### src/rtl/tl_a_get_fragmenter_ctrl_if.sv
// Bundle of the repeater dequeue side and the narrow downstream A-channel
// port seen by tl_a_get_fragmenter_ctrl. The slave modport is the
// controller's view; the master modport is the surrounding logic's view.
interface tl_a_get_fragmenter_ctrl_if;
   // Repeater dequeue side
   logic        rep_full;
   logic        rep_valid;
   logic        rep_ready;
   logic        rep_repeat;
   logic [2:0]  rep_opcode;
   logic [2:0]  rep_param;
   logic [2:0]  rep_size;
   logic [6:0]  rep_source;
   logic [16:0] rep_address;
   logic [7:0]  rep_mask;
   logic        rep_corrupt;
   // Downstream A channel
   logic        out_valid;
   logic        out_ready;
   logic [2:0]  out_opcode;
   logic [2:0]  out_param;
   logic [2:0]  out_size;
   logic [6:0]  out_source;
   logic [16:0] out_address;
   logic [7:0]  out_mask;
   logic        out_corrupt;
   logic [3:0]  out_frag_idx;
   logic        out_frag_last;

   modport slave (
      input  rep_full, rep_valid, rep_opcode, rep_param, rep_size, rep_source,
             rep_address, rep_mask, rep_corrupt, out_ready,
      output rep_ready, rep_repeat, out_valid, out_opcode, out_param, out_size,
             out_source, out_address, out_mask, out_corrupt, out_frag_idx,
             out_frag_last
   );

   modport master (
      output rep_full, rep_valid, rep_opcode, rep_param, rep_size, rep_source,
             rep_address, rep_mask, rep_corrupt, out_ready,
      input  rep_ready, rep_repeat, out_valid, out_opcode, out_param, out_size,
             out_source, out_address, out_mask, out_corrupt, out_frag_idx,
             out_frag_last
   );
endinterface

### src/rtl/tl_a_get_fragmenter_ctrl.sv
// tl_a_get_fragmenter_ctrl: splits Gets larger than 2^LG_FRAG bytes into
// single-beat Gets of 2^LG_FRAG bytes, holding the original request in the
// upstream repeater (via rep_repeat) until the last fragment is issued.
// All other requests pass straight through. Handshake is combinational.
// Optional: define TL_A_FRAG_PERF_EN to add perf_req_cnt/perf_frag_cnt.

// Simulation-only check: mid-sequence the request must come from the
// repeater's saved copy.
module tl_a_get_fragmenter_ctrl_chk (
   input logic clock,
   input logic reset,
   input logic busy,
   input logic rep_valid,
   input logic rep_full
);
   a_busy_from_saved: assert property (@(posedge clock) disable iff (reset)
      (busy && rep_valid) |-> rep_full);
endmodule

module tl_a_get_fragmenter_ctrl #(
   parameter int LG_FRAG     = 3,
   parameter int MAX_LG_SIZE = 7
) (
   input logic clock,
   input logic reset,
   tl_a_get_fragmenter_ctrl_if.slave bus
`ifdef TL_A_FRAG_PERF_EN
   ,
   output logic [31:0] perf_req_cnt,
   output logic [31:0] perf_frag_cnt
`endif
);
   localparam int CW = MAX_LG_SIZE - LG_FRAG;

   logic [CW-1:0] count_r;
   logic          busy_r;
   logic          frag_s;
   logic          fire_s;
   logic          last_s;
   logic [2:0]    shift_s;
   logic [CW:0]   pow_s;
   logic [CW-1:0] nfrag_m1_s;
   logic [16:0]   addr_off_s;

   // Decode whether the current request is fragmented and where it ends
   always_comb begin
      frag_s     = bus.rep_valid & (bus.rep_opcode == 3'd4) &
                   (bus.rep_size > 3'(LG_FRAG));
      fire_s     = bus.rep_valid & bus.out_ready;
      // Wraps for small sizes; only meaningful when frag_s is set
      shift_s    = bus.rep_size - 3'(LG_FRAG);
      pow_s      = {{CW{1'b0}}, 1'b1} << shift_s;
      nfrag_m1_s = CW'(pow_s - {{CW{1'b0}}, 1'b1});
      last_s     = (count_r == nfrag_m1_s);
      addr_off_s = 17'(count_r) << LG_FRAG;
   end

   // Build the outgoing beat: fragment fields or plain passthrough
   always_comb begin
      bus.out_valid   = bus.rep_valid;
      bus.rep_ready   = bus.out_ready;
      bus.out_opcode  = bus.rep_opcode;
      bus.out_param   = bus.rep_param;
      bus.out_source  = bus.rep_source;
      bus.out_corrupt = bus.rep_corrupt;
      bus.rep_repeat  = frag_s & ~last_s;
      if (frag_s) begin
         bus.out_size      = 3'(LG_FRAG);
         bus.out_address   = bus.rep_address + addr_off_s;
         bus.out_mask      = 8'hFF;
         bus.out_frag_idx  = 4'(count_r);
         bus.out_frag_last = last_s;
      end else begin
         bus.out_size      = bus.rep_size;
         bus.out_address   = bus.rep_address;
         bus.out_mask      = bus.rep_mask;
         bus.out_frag_idx  = 4'd0;
         // No request, no "last" flag: keeps an idle port all-zero
         bus.out_frag_last = bus.rep_valid;
      end
   end

   // Fragment counter and busy flag advance only on fragment fires
   always_ff @(posedge clock) begin
      if (reset) begin
         count_r <= {CW{1'b0}};
         busy_r  <= 1'b0;
      end else if (fire_s & frag_s) begin
         if (last_s) begin
            count_r <= {CW{1'b0}};
            busy_r  <= 1'b0;
         end else begin
            count_r <= count_r + {{(CW-1){1'b0}}, 1'b1};
            busy_r  <= 1'b1;
         end
      end
   end

`ifdef TL_A_FRAG_PERF_EN
   // Count completed fragmented requests and individual fragment beats
   always_ff @(posedge clock) begin
      if (reset) begin
         perf_req_cnt  <= 32'd0;
         perf_frag_cnt <= 32'd0;
      end else if (fire_s & frag_s) begin
         perf_frag_cnt <= perf_frag_cnt + 32'd1;
         if (last_s) begin
            perf_req_cnt <= perf_req_cnt + 32'd1;
         end
      end
   end
`endif

   tl_a_get_fragmenter_ctrl_chk u_chk (
      .clock     (clock),
      .reset     (reset),
      .busy      (busy_r),
      .rep_valid (bus.rep_valid),
      .rep_full  (bus.rep_full)
   );
endmodule

### src/flat_wrapper.sv
// flat-port wrapper written by rule: the top's interface ports become plain ports
module tl_a_get_fragmenter_ctrl_flat 
#(
   parameter int LG_FRAG     = 3,
   parameter int MAX_LG_SIZE = 7
)
  (clock, reset, bus_rep_full, bus_rep_valid, bus_rep_opcode, bus_rep_param, bus_rep_size, bus_rep_source, bus_rep_address, bus_rep_mask, bus_rep_corrupt, bus_out_ready, bus_rep_ready, bus_rep_repeat, bus_out_valid, bus_out_opcode, bus_out_param, bus_out_size, bus_out_source, bus_out_address, bus_out_mask, bus_out_corrupt, bus_out_frag_idx, bus_out_frag_last);
  tl_a_get_fragmenter_ctrl_if bus_i ();
  input logic clock;
  input logic reset;
  input wire logic [$bits(bus_i.rep_full)-1:0] bus_rep_full;
  input wire logic [$bits(bus_i.rep_valid)-1:0] bus_rep_valid;
  input wire logic [$bits(bus_i.rep_opcode)-1:0] bus_rep_opcode;
  input wire logic [$bits(bus_i.rep_param)-1:0] bus_rep_param;
  input wire logic [$bits(bus_i.rep_size)-1:0] bus_rep_size;
  input wire logic [$bits(bus_i.rep_source)-1:0] bus_rep_source;
  input wire logic [$bits(bus_i.rep_address)-1:0] bus_rep_address;
  input wire logic [$bits(bus_i.rep_mask)-1:0] bus_rep_mask;
  input wire logic [$bits(bus_i.rep_corrupt)-1:0] bus_rep_corrupt;
  input wire logic [$bits(bus_i.out_ready)-1:0] bus_out_ready;
  output wire logic [$bits(bus_i.rep_ready)-1:0] bus_rep_ready;
  output wire logic [$bits(bus_i.rep_repeat)-1:0] bus_rep_repeat;
  output wire logic [$bits(bus_i.out_valid)-1:0] bus_out_valid;
  output wire logic [$bits(bus_i.out_opcode)-1:0] bus_out_opcode;
  output wire logic [$bits(bus_i.out_param)-1:0] bus_out_param;
  output wire logic [$bits(bus_i.out_size)-1:0] bus_out_size;
  output wire logic [$bits(bus_i.out_source)-1:0] bus_out_source;
  output wire logic [$bits(bus_i.out_address)-1:0] bus_out_address;
  output wire logic [$bits(bus_i.out_mask)-1:0] bus_out_mask;
  output wire logic [$bits(bus_i.out_corrupt)-1:0] bus_out_corrupt;
  output wire logic [$bits(bus_i.out_frag_idx)-1:0] bus_out_frag_idx;
  output wire logic [$bits(bus_i.out_frag_last)-1:0] bus_out_frag_last;
  assign bus_i.rep_full = bus_rep_full;
  assign bus_i.rep_valid = bus_rep_valid;
  assign bus_i.rep_opcode = bus_rep_opcode;
  assign bus_i.rep_param = bus_rep_param;
  assign bus_i.rep_size = bus_rep_size;
  assign bus_i.rep_source = bus_rep_source;
  assign bus_i.rep_address = bus_rep_address;
  assign bus_i.rep_mask = bus_rep_mask;
  assign bus_i.rep_corrupt = bus_rep_corrupt;
  assign bus_i.out_ready = bus_out_ready;
  assign bus_rep_ready = bus_i.rep_ready;
  assign bus_rep_repeat = bus_i.rep_repeat;
  assign bus_out_valid = bus_i.out_valid;
  assign bus_out_opcode = bus_i.out_opcode;
  assign bus_out_param = bus_i.out_param;
  assign bus_out_size = bus_i.out_size;
  assign bus_out_source = bus_i.out_source;
  assign bus_out_address = bus_i.out_address;
  assign bus_out_mask = bus_i.out_mask;
  assign bus_out_corrupt = bus_i.out_corrupt;
  assign bus_out_frag_idx = bus_i.out_frag_idx;
  assign bus_out_frag_last = bus_i.out_frag_last;
  tl_a_get_fragmenter_ctrl #(.LG_FRAG(LG_FRAG), .MAX_LG_SIZE(MAX_LG_SIZE)) u_core (.clock(clock), .reset(reset), .bus(bus_i));
endmodule
### config.mk
export PLATFORM = sky130hd
export DESIGN_NAME = tl_a_get_fragmenter_ctrl_flat
export DESIGN_NICKNAME = d
export VERILOG_FILES = /design/src/rtl/tl_a_get_fragmenter_ctrl_if.sv /design/src/rtl/tl_a_get_fragmenter_ctrl.sv /design/src/flat_wrapper.sv
export SDC_FILE = /design/constraint.sdc
export NUM_CORES = 1
export LEC_CHECK = 0
export BUFFER_PORTS_ARGS = -buffer_cell sky130_fd_sc_hd__buf_2
export CAP_MARGIN = 40
export CORE_ASPECT_RATIO = 0.7
export CORE_MARGIN = 4
export CORE_UTILIZATION = 40
export CTS_BUF_LIST = sky130_fd_sc_hd__clkbuf_2
export DETAILED_ROUTE_END_ITERATION = 10
export PLACE_DENSITY = 0.95
export SYNTH_ARGS = -nofsm -noshare
export SYNTH_HDL_FRONTEND = slang
export SYNTH_SLANG_ARGS = --single-unit
### constraint.sdc
create_clock -name clock -period 4.48 [get_ports clock]
set_clock_uncertainty 0.1 [all_clocks]
set_input_delay 0.448 -clock clock [delete_from_list [all_inputs] [get_ports clock]]
set_output_delay 0.448 -clock clock [all_outputs]
set_load 0.01 [all_outputs]
# Word level (Yosys, flattened, before mapping)
# Index checks and enable logic that the tools add are counted.
# totals
ff_bits,4
in_bits,47
word_cells,21
# op_classes
addsub,4
order_cmp,1
eq_ne,2
shifts,1
muxes,6
n_bitwise,6
# ops
op,n
adder 17 x 7 -> 17 bit,1
two-way mux 17 bit,1
two-way mux 4 bit,2
two-way mux 8 bit,1
AND 1 bit,5
"adder 4 x 1 -> 4 bit, second input constant",1
equality test 4 bit,1
"left shift 1 x 3 -> 4 bit, first input constant",1
"subtractor 4 x 1 -> 4 bit, second input constant",1
"equality test 3 bit, second input constant",1
"greater-than comparator 3 x 2 -> 1 bit, second input constant",1
two-way mux 3 bit,1
"subtractor 3 x 2 -> 3 bit, second input constant",1
two-way mux 1 bit,1
inverter 1 bit,1

# Depth between registers and ports, before layout
# Gate-level depths: netlist (run 1).
# depth
word_depth,6
ltp_mapped,9
ltp_nobuf,9

# Least setup slack after synthesis (run 1)
# Ideal clock, no wire load.
# synth_path
path_type,input to output
startpoint,in bus_rep_size[1]
endpoint,out bus_out_frag_last
arrival_time_ps,2346
required_ps,3932
setup_slack_ps,1586
stages,9
path_buffers,0
path_cell_list,and2_1 > ha_1 > or3_1 > ha_1 > xnor2_1 > xnor2_1 > a311oi_2 > nor2_1 > nor2b_1
# synth_via
elab_chain_cells,5
# synth_lines
element,line,source
"start, declared",flat_wrapper.sv:15,input wire logic [$bits(bus_i.rep_size)-1:0] bus_rep_size;
subtractor 3 x 2 -> 3 bit,tl_a_get_fragmenter_ctrl.sv:51,shift_s = bus.rep_size - 3'(LG_FRAG);
left shift 1 x 3 -> 4 bit,tl_a_get_fragmenter_ctrl.sv:52,"pow_s = {{CW{1'b0}}, 1'b1} << shift_s;"
subtractor 4 x 1 -> 4 bit,tl_a_get_fragmenter_ctrl.sv:53,"nfrag_m1_s = CW'(pow_s - {{CW{1'b0}}, 1'b1});"
equality test 4 bit,tl_a_get_fragmenter_ctrl.sv:54,last_s = (count_r == nfrag_m1_s);
two-way mux 1 bit (*),tl_a_get_fragmenter_ctrl.sv:67,if (frag_s) begin
"end, declared",flat_wrapper.sv:32,output wire logic [$bits(bus_i.out_frag_last)-1:0] bus_out_frag_last;
# Mark *: on every way between the ends. The rest lies on a longest branch, timed or not.

# Worst setup path in the final report (run 1)
# Ends and elaborated chain as after synthesis.

==> reports/metrics.yaml, run 1 <==
status: "completed"
worstPathMaxFanout: 8
crit_path_start_kind: "input pin"
cp_peak_stage_delay_ns: 0.41
critical_path_class: "input pin to output pin"
crit_buf_inv: 2
cts-root-buf: "sky130_fd_sc_hd__clkbuf_2"
htreeDepth: 1
globalRouteTotalUtil_pct: 15.7
top_level_ports: 97
yosys_most_used_dff: "sky130_fd_sc_hd__dfxtp_1"
synthDominantAreaCellType: "sky130_fd_sc_hd__buf_4"
layout.nets: 232
synth.net_count: 180
synthMostInstantiatedCell: "sky130_fd_sc_hd__buf_4"
power_density_nw_per_um2: 120
synth_common_cells: "sky130_fd_sc_hd__buf_4, sky130_fd_sc_hd__nor2_1, sky130_fd_sc_hd__nand2b_1"
die_y_um: 49.1
dp_cells: 204
fraction_of_the_core_area_covered_by_cells_at_the_end_of_the_flow_pct: 54.6
route.antenna.remaining_nets: 0
ir_worst_vdd_v: 0.0000403
synth.mux.area_fraction_pct: 2.33
average_size_of_a_mapped_cell_um2: 7.74
floorplan.die_area_um2: 3280
final-hold-violation-count: 0
clock_sink_count: 4
cp_data_required_time_ns: 3.93
synth-xor-area-share_pct: 15.4
post-route-cell-area_um2: 1210
remaining_drc_errors: 0
yosys-top-cells-area: "sky130_fd_sc_hd__buf_4, sky130_fd_sc_hd__ha_1, sky130_fd_sc_hd__dfxtp_1"
synthSimpleGateAreaFrac_pct: 31.6
cts_tree: "yes"
drt-initial-drc-count: 17
grt_max_degree: 16
timing.critical_path.cells: "buf_2 > and2_1 > ha_1 > or3_1 > ha_1 > xnor2_1 > xnor2_1 > a311oi_2 > nor2_1 > nor2b_1 > buf_2"
combinational_family_with_the_most_area_after_synthesis: "simple AND/OR/NAND/NOR gates"
antenna-diode-count: 0
detailroute.via_count: 1025
crit_slowest_cell: "sky130_fd_sc_hd__a311oi_2"
drtPass1Iterations: 4
clk-insertion-delay-late_ns: 0.21
hp-class: "input pin to register"
cts-root-to-sink-buffers: 2
gp_congestion: 0.832
cap_violations: 0
worst_hold_slack_ns: 0.349
numCtsBuffers: 3
netlist.area_leader.share_pct: 14.7
pre_cts_slack_ns: 1.28
worstSetupEndpointType: "output pin"
post_synth_num_cell_types: 36
antenna_found_initial: 0
p_total_uw: 145
first_global_vias: 932
wl_um: 2630
layout_top_registers: "u_core.count_r: 4 flops"
postCtsSetupRepairBufs: 0
initial_utilization_pct: 43.5
final.setup.tns_ns: 0
syn2layout_area_growth_pct: 25.5
fin_cells: 207
maxSlewHeadroom_pct: 73.3
slew_violations: 0
postPlaceCellArea_um2: 1200
syn_inst: 125
die-width_um: 66.8
kind_of_cell_adding_the_most_delay_to_the_critical_path: "simple AND/OR/NAND/NOR gates"
routed_wire_length_per_instance_um: 12.7
max_reg_flops: 4
via_per_inst: 4.95
cellLeakagePower_nw: 0.650
fmax_mhz: 313
synth_edf_count: 0
post_cts.resized_instances: 0
clk_transition_reported_paths_ns: 0.05
synth.cell_area_um2: 967
fraction_of_the_mapped_netlist_area_in_compound_gates_pct: 14.5
fp.coreArea_um2: 2220
grt_setup_unrepaired: "false"
worst_slack_ns: 1.28
top_register: "u_core.count_r"
post-route-period-util_pct: 71.4
finalWorstPathRequiredPeriod_ns: 3.20
report.final.setup_viol: 0
worst_ep_arrival_time_ns: 2.65
place.port_buffers: 67
synthAdderAreaFrac_pct: 11.1
ys_seq_elements: 4
synth_sequential_area_ratio_pct: 8.28
rows: 14
drive_above_1_share_pct: 44.0
synthArstFlopShare_pct: 0
grt_first_pass_wirelength_um: 4200
cts-hold-fix-buffers: 0
ys.warnings.count: 0
grt-ovfl-total: 0
hpwlAfterDp_um: 2220
max_slew.worst_pin.slew_ns: 0.401
-- power breakdown --
group,internal (mW),switching [mW]
clock network,0.0180,0.0160
logic,0.0361,0.0388
registers,0.0358,0.000262
-- kinds of logic (layout without fill, tap and decap cells) --
kind of cell / after synthesis / in the layout
adder cells (fa/ha/maj): 8 / 8
AO/OA/AOI/OAI: 19 / 19
buffers and inverters: 24 / 74
XOR/XNOR: 17 / 17
AND/OR/NAND/NOR: 51 / 51
multiplexers: 2 / 2
flip-flops: 4 / 4
-- placed cells by master, fill, tap and decap left out, types with 4 or more instances in the layout --
master / instances
sky130_fd_sc_hd__buf_2: 67
sky130_fd_sc_hd__nor2_1: 11
sky130_fd_sc_hd__nand2b_1: 10
sky130_fd_sc_hd__xor2_1: 9
sky130_fd_sc_hd__xnor2_1: 8
sky130_fd_sc_hd__ha_1: 7
sky130_fd_sc_hd__and3_1: 6
sky130_fd_sc_hd__a21o_1: 4
sky130_fd_sc_hd__and2_1: 4
sky130_fd_sc_hd__nand2_1: 4
sky130_fd_sc_hd__o211ai_1: 4
sky130_fd_sc_hd__dfxtp_1: 4
-- path summary, 6_finish.rpt --
path | slack, ns | end | cells after the start | start
worst max-delay path | 1.28 | bus_out_frag_last | 11 | bus_rep_size[1]
worst min-delay path | 0.35 | u_core.count_r[2]$_SDFFE_PP0P_ | 2 | reset
worst min register to register | 0.47 | u_core.count_r[2]$_SDFFE_PP0P_ | 2 | u_core.count_r[2]$_SDFFE_PP0P_
worst max register to register | 2.74 | u_core.count_r[2]$_SDFFE_PP0P_ | 5 | u_core.count_r[2]$_SDFFE_PP0P_
-- layout make-up --
class | count | area [um2]
tap | 32 | 40.0
fill | 237 | 1010
multi-input combinational | 97 | 724
clock buffer | 3 | 15.0
sequential | 4 | 80.1
inverter | 3 | 11.3
timing repair buffer | 68 | 343
-- per-layer routing --
layer / GRT usage (%) / part of all wire [%] / up-vias
li1: - / - / 522
met1: 21.5 / 46 / 448
met2: 24.5 / 45 / 45
met3: 3.23 / 7.6 / 10
met4: 4.73 / 1.2 / 0
met5: 0 / 0 / -
Power figures use the tool's default switching activity.
==> inputs of run 2 (changes only) <==
CORE_UTILIZATION = 33   (was 40)
PLACE_DENSITY = 0.89   (was 0.95)
clock period = 2.8 ns   (was 4.48 ns; I/O delays follow)
==> reports/metrics.yaml, run 2 (synthesis gave the netlist of run 1 again) <==
status: "completed"
cap_violations: 0  # unchanged
clk_transition_reported_paths_ns: 0.04  # about the same
initial_utilization_pct: 34.5  # -9.0 points
maxSlewHeadroom_pct: 77.5  # +4.3 points
hold_path_depth: 2  # unchanged
floorplan.die_area_um2: 3870  # +18%
worstSetupEndpointType: "output pin"
die_y_um: 53.3  # +8.5%
cts-root-to-sink-buffers: 2  # unchanged
gp_congestion: 0.760  # -8.6%
wl_um: 2520  # -4.2%
final-hold-violation-count: 0  # unchanged
grt_first_pass_wirelength_um: 4040  # -3.8%
cellLeakagePower_nw: 0.671  # +3.2%
fmax_mhz: 369
drt-initial-drc-count: 28  # +11
clk-insertion-delay-late_ns: 0.21  # about the same
p_total_uw: 234  # +61%
numCtsBuffers: 3  # unchanged
antenna_found_initial: 0  # unchanged
grt-ovfl-total: 0  # unchanged
max_slew.worst_pin.slew_ns: 0.337  # -0.0640 ns
rows: 16  # +2
hpwlAfterDp_um: 2110  # -5.0%
power_density_nw_per_um2: 186  # +56%
die-width_um: 72.7  # +8.9%
slew_violations: 0  # unchanged
max_reg_flops: 4  # unchanged
mostFrequentLayoutCells: "sky130_fd_sc_hd__buf_2, sky130_fd_sc_hd__nand2b_1, sky130_fd_sc_hd__nor2_1"
remaining_drc_errors: 0  # unchanged
cp_data_required_time_ns: 2.42  # -1.51 ns
clock_sink_count: 4  # unchanged
top_register: "u_core.count_r"
top_level_ports: 97  # unchanged
via_per_inst: 4.83  # -2.5%
place.port_buffers: 67  # unchanged
globalRouteTotalUtil_pct: 13.4  # -2.3 points
grt_max_degree: 16  # unchanged
worstPathMaxFanout: 5  # -3
finalWorstPathRequiredPeriod_ns: 2.71
routed_wire_length_per_instance_um: 11.8  # -7.4%
antenna-diode-count: 0  # unchanged
first_global_vias: 924  # -0.86%
worstRegToRegCells: 5  # unchanged
grt_setup_unrepaired: "true"
htreeDepth: 1  # unchanged
area_used_by_multi_input_combinational_logic_um2: 738  # +1.9%
detailroute.via_count: 1033  # +0.78%
layout.nets: 235  # +1.3%
sequential_cell_area_um2: 80.1  # unchanged
fp.coreArea_um2: 2800  # +26%
drive_above_1_share_pct: 45.5  # +1.5 points
worst_ep_arrival_time_ns: 2.33  # -0.32 ns
postCtsSetupRepairBufs: 0  # unchanged
critical_path_class: "input pin to output pin"
syn2layout_area_growth_pct: 29.8
report.final.setup_viol: 0  # unchanged
drtPass1Iterations: 4  # unchanged
post-route-period-util_pct: 96.7
layout_top_registers: "u_core.count_r: 4 flops"
fill_cells: 283  # +19%
cts-root-buf: "sky130_fd_sc_hd__clkbuf_2"
cts_tree: "yes"
commonest_non_fill_non_tap_cell_in_the_layout: "sky130_fd_sc_hd__buf_2"
crit_path_start_kind: "input pin"
hp-class: "input pin to register"
ir_worst_vdd_v: 0.0000770  # +91%
final.setup.tns_ns: 0  # unchanged
route.antenna.remaining_nets: 0  # unchanged
worst_hold_slack_ns: 0.181  # -0.168 ns
==> run 2: cell count changes in the layout (fill, tap and decap cells not counted), sizes merged <==
cell	change
buf	+3
==> run 2: critical path: stages <==
cell and delay [ns]:
sky130_fd_sc_hd__buf_2 0.10, sky130_fd_sc_hd__and2_1 0.14, sky130_fd_sc_hd__ha_1 0.28, sky130_fd_sc_hd__or3_1 0.32, sky130_fd_sc_hd__ha_1 0.20, sky130_fd_sc_hd__xnor2_1 0.17, sky130_fd_sc_hd__xnor2_1 0.13, sky130_fd_sc_hd__a311oi_4 0.37
sky130_fd_sc_hd__nor2_1 0.09, sky130_fd_sc_hd__nor2b_1 0.11, sky130_fd_sc_hd__buf_2 0.13
==> run 2: metrics by stage <==
stage / utilization [%] / setup WS (ns) / area [um2] / instances
after floorplan: - / 0.242 / 967 / 125
final: 44.8 / 0.0923 / 1250 / 214
after global placement: 43.8 / 0.0956 / 1230 / 211
after detailed placement: 43.8 / 0.0362 / 1230 / 211
after global routing: 44.8 / -0.0163 / 1250 / 214
after CTS: 44.3 / 0.0327 / 1240 / 214
==> run 2: worst paths after layout <==
check                                               startpoint                             end  slack, ns
worst max-delay path                           bus_rep_size[1]               bus_out_frag_last       0.09
worst min-delay path                                     reset  u_core.count_r[2]$_SDFFE_PP0P_       0.18
worst max register to register  u_core.count_r[2]$_SDFFE_PP0P_  u_core.count_r[2]$_SDFFE_PP0P_       1.01
worst min register to register  u_core.count_r[2]$_SDFFE_PP0P_  u_core.count_r[2]$_SDFFE_PP0P_       0.47
==> run 2: routing by layer <==
metal / vias up / GRT usage, % / wire length (um)
li1: 529 / - / -
met1: 444 / 17.0 / 1200
met2: 58 / 21.0 / 1060
met3: 2 / 5.12 / 253
met4: 0 / 3.68 / 8
met5: - / 0 / 0
==> run 2: what timing repair did <==
item	in CTS	in global routing
gates resized for setup	0	2
hold buffers	0	0
setup endpoints to repair	0	3
==> run 2: report_power, final <==
group | internal (mW) | total [mW] | switching, mW
clock network | 0.0288 | 0.0519 | 0.0232
logic | 0.0610 | 0.124 | 0.0631
registers | 0.0575 | 0.0579 | 0.000483
total | 0.147 | 0.234 | 0.0867
==> run 2: final cells by class <==
| class | count | area share (%) |
|---|---|---|
| Multi-Input combinational cell | 97 | 58.8 |
| Timing Repair Buffer | 71 | 29.1 |
| Sequential cell | 4 | 6.38 |
| Tap cell | 36 | 3.59 |
| Clock buffer | 3 | 1.20 |
| Inverter | 3 | 0.897 |
==> inputs of run 3 (changes only) <==
PLACE_DENSITY = 0.84   (was 0.89)
==> reports/metrics.yaml, run 3 (synthesis gave the netlist of run 1 again) <==
status: "completed"
worstPathMaxFanout: 2  # -3
globalRouteTotalUtil_pct: 12.5  # -0.89 points
clk_transition_reported_paths_ns: 0.05  # about the same
cellLeakagePower_nw: 0.676  # +0.80%
drtPass1Iterations: 4  # unchanged
grt_first_pass_wirelength_um: 3880  # -3.9%
syn2layout_area_growth_pct: 30.3
layout.nets: 236  # +0.43%
final.setup.tns_ns: 0  # unchanged
cts-root-to-sink-buffers: 2  # unchanged
die_y_um: 53.3  # unchanged
maxSlewHeadroom_pct: 77.8  # +0.23 points
finalWorstPathRequiredPeriod_ns: 2.66  # -0.0466 ns
post-route-period-util_pct: 95.0  # -1.7 points
clock_sink_count: 4  # unchanged
cts_tree: "yes"
initial_utilization_pct: 34.5  # unchanged
grt_max_degree: 16  # unchanged
routed_wire_length_per_instance_um: 11.5  # -2.6%
critical_path_class: "input pin to output pin"
drive_above_1_share_pct: 45.3  # -0.25 points
floorplan.die_area_um2: 3870  # unchanged
top_register: "u_core.count_r"
power_density_nw_per_um2: 187  # +0.54%
htreeDepth: 1  # unchanged
place.port_buffers: 67  # unchanged
cts-root-buf: "sky130_fd_sc_hd__clkbuf_2"
grt-ovfl-total: 0  # unchanged
antenna-diode-count: 0  # unchanged
hpwlAfterDp_um: 2040  # -3.3%
fp.coreArea_um2: 2800  # unchanged
cap_violations: 0  # unchanged
route.antenna.remaining_nets: 0  # unchanged
antenna_found_initial: 0  # unchanged
worst_slack_ns: 0.139  # +0.0466 ns
slew_violations: 0  # unchanged
clk-insertion-delay-late_ns: 0.21  # about the same
mostFrequentLayoutCells: "sky130_fd_sc_hd__buf_2, sky130_fd_sc_hd__nor2_1, sky130_fd_sc_hd__nand2b_1"
rows: 16  # unchanged
fmax_mhz: 376  # +1.8%
cp_data_required_time_ns: 2.42  # about the same
first_global_vias: 929  # +0.54%
max_slew.worst_pin.slew_ns: 0.332  # -0.00466 ns
drt-initial-drc-count: 22  # -21%
numCtsBuffers: 3  # unchanged
remaining_drc_errors: 0  # unchanged
worst_ep_arrival_time_ns: 2.28  # -0.05 ns
report.final.setup_viol: 0  # unchanged
crit_path_start_kind: "input pin"
commonest_non_fill_non_tap_cell_in_the_layout: "sky130_fd_sc_hd__buf_2"
hp-class: "input pin to register"
wl_um: 2470  # -2.2%
max_reg_flops: 4  # unchanged
fill_cells: 293  # +3.5%
grt_setup_unrepaired: "false"
detailroute.via_count: 1041  # +0.77%
final-hold-violation-count: 0  # unchanged
top_level_ports: 97  # unchanged
worst_hold_slack_ns: 0.184  # +0.00354 ns
worstSetupEndpointType: "output pin"
pre_cts_slack_ns: 0.0357  # -0.000502 ns
layout_top_registers: "u_core.count_r: 4 flops"
ir_worst_vdd_v: 0.0000839  # +9.0%
via_per_inst: 4.84  # +0.31%
gp_congestion: 0.737  # -3.1%
die-width_um: 72.7  # unchanged
-- run 3: cell count changes in the layout (fill, tap and decap cells not counted), sizes merged --
cell,change
buf,+1
-- run 3: worst paths after layout --
| kind | start | to | slack (ns) | depth (start not counted) |
|---|---|---|---|---|
| max | bus_rep_size[1] | bus_out_frag_last | 0.14 | 11 |
| min | reset | u_core.count_r[1]$_SDFFE_PP0P_ | 0.18 | 2 |
| max reg2reg | u_core.count_r[2]$_SDFFE_PP0P_ | u_core.count_r[2]$_SDFFE_PP0P_ | 0.91 | 6 |
| min reg2reg | u_core.count_r[2]$_SDFFE_PP0P_ | u_core.count_r[2]$_SDFFE_PP0P_ | 0.47 | 2 |
-- run 3: through the flow --
stage          cells  area, um2  utilization, %  total power, mW
3_3_place_gp     211       1230            43.8            0.180
6_report         215       1260            45.0            0.236
4_1_cts          214       1240            44.3            0.238
5_1_grt          215       1260            45.0            0.258
2_1_floorplan    125        967               -            0.143
3_5_place_dp     211       1230            43.8            0.182
-- run 3: what timing repair did --
item                                   CTS  global route
setup endpoints to repair                0             1
gates resized for setup                  0             1
endpoints found under the hold margin    0             0
setup buffers                            0             1
hold buffers                             0             0
-- run 3: final cells by class --
type,instances,area (um2),area share (%)
clock buffers,3,15.0,1.19
repair buffers,72,373,29.6
well taps,36,45.0,3.57
multi-input cells,97,736,58.4
flip-flops and latches,4,80.1,6.36
inverters,3,11.3,0.894
-- run 3: routing by layer --
| metal | up-vias | track usage, % | share of wire, % |
|---|---|---|---|
| li1 | 531 | - | - |
| met1 | 452 | 17.7 | 49 |
| met2 | 56 | 18.6 | 40 |
| met3 | 2 | 3.80 | 9.8 |
| met4 | 0 | 2.15 | 0.32 |
| met5 | - | 0 | 0 |
-- run 3: power breakdown --
part	total, mW	internal (mW)	switching (mW)
clock network	0.0541	0.0288	0.0253
logic	0.124	0.0615	0.0627
registers	0.0578	0.0573	0.000473
-- run 3: critical path, stage by stage --
cell	delay, ns
sky130_fd_sc_hd__buf_2	0.10
sky130_fd_sc_hd__and2_1	0.15
sky130_fd_sc_hd__ha_1	0.28
sky130_fd_sc_hd__or3_1	0.32
sky130_fd_sc_hd__ha_1	0.31
sky130_fd_sc_hd__xor2_1	0.14
sky130_fd_sc_hd__nand2_1	0.10
sky130_fd_sc_hd__a311oi_4	0.28
sky130_fd_sc_hd__nor2_1	0.09
sky130_fd_sc_hd__nor2b_1	0.10
sky130_fd_sc_hd__buf_2	0.13
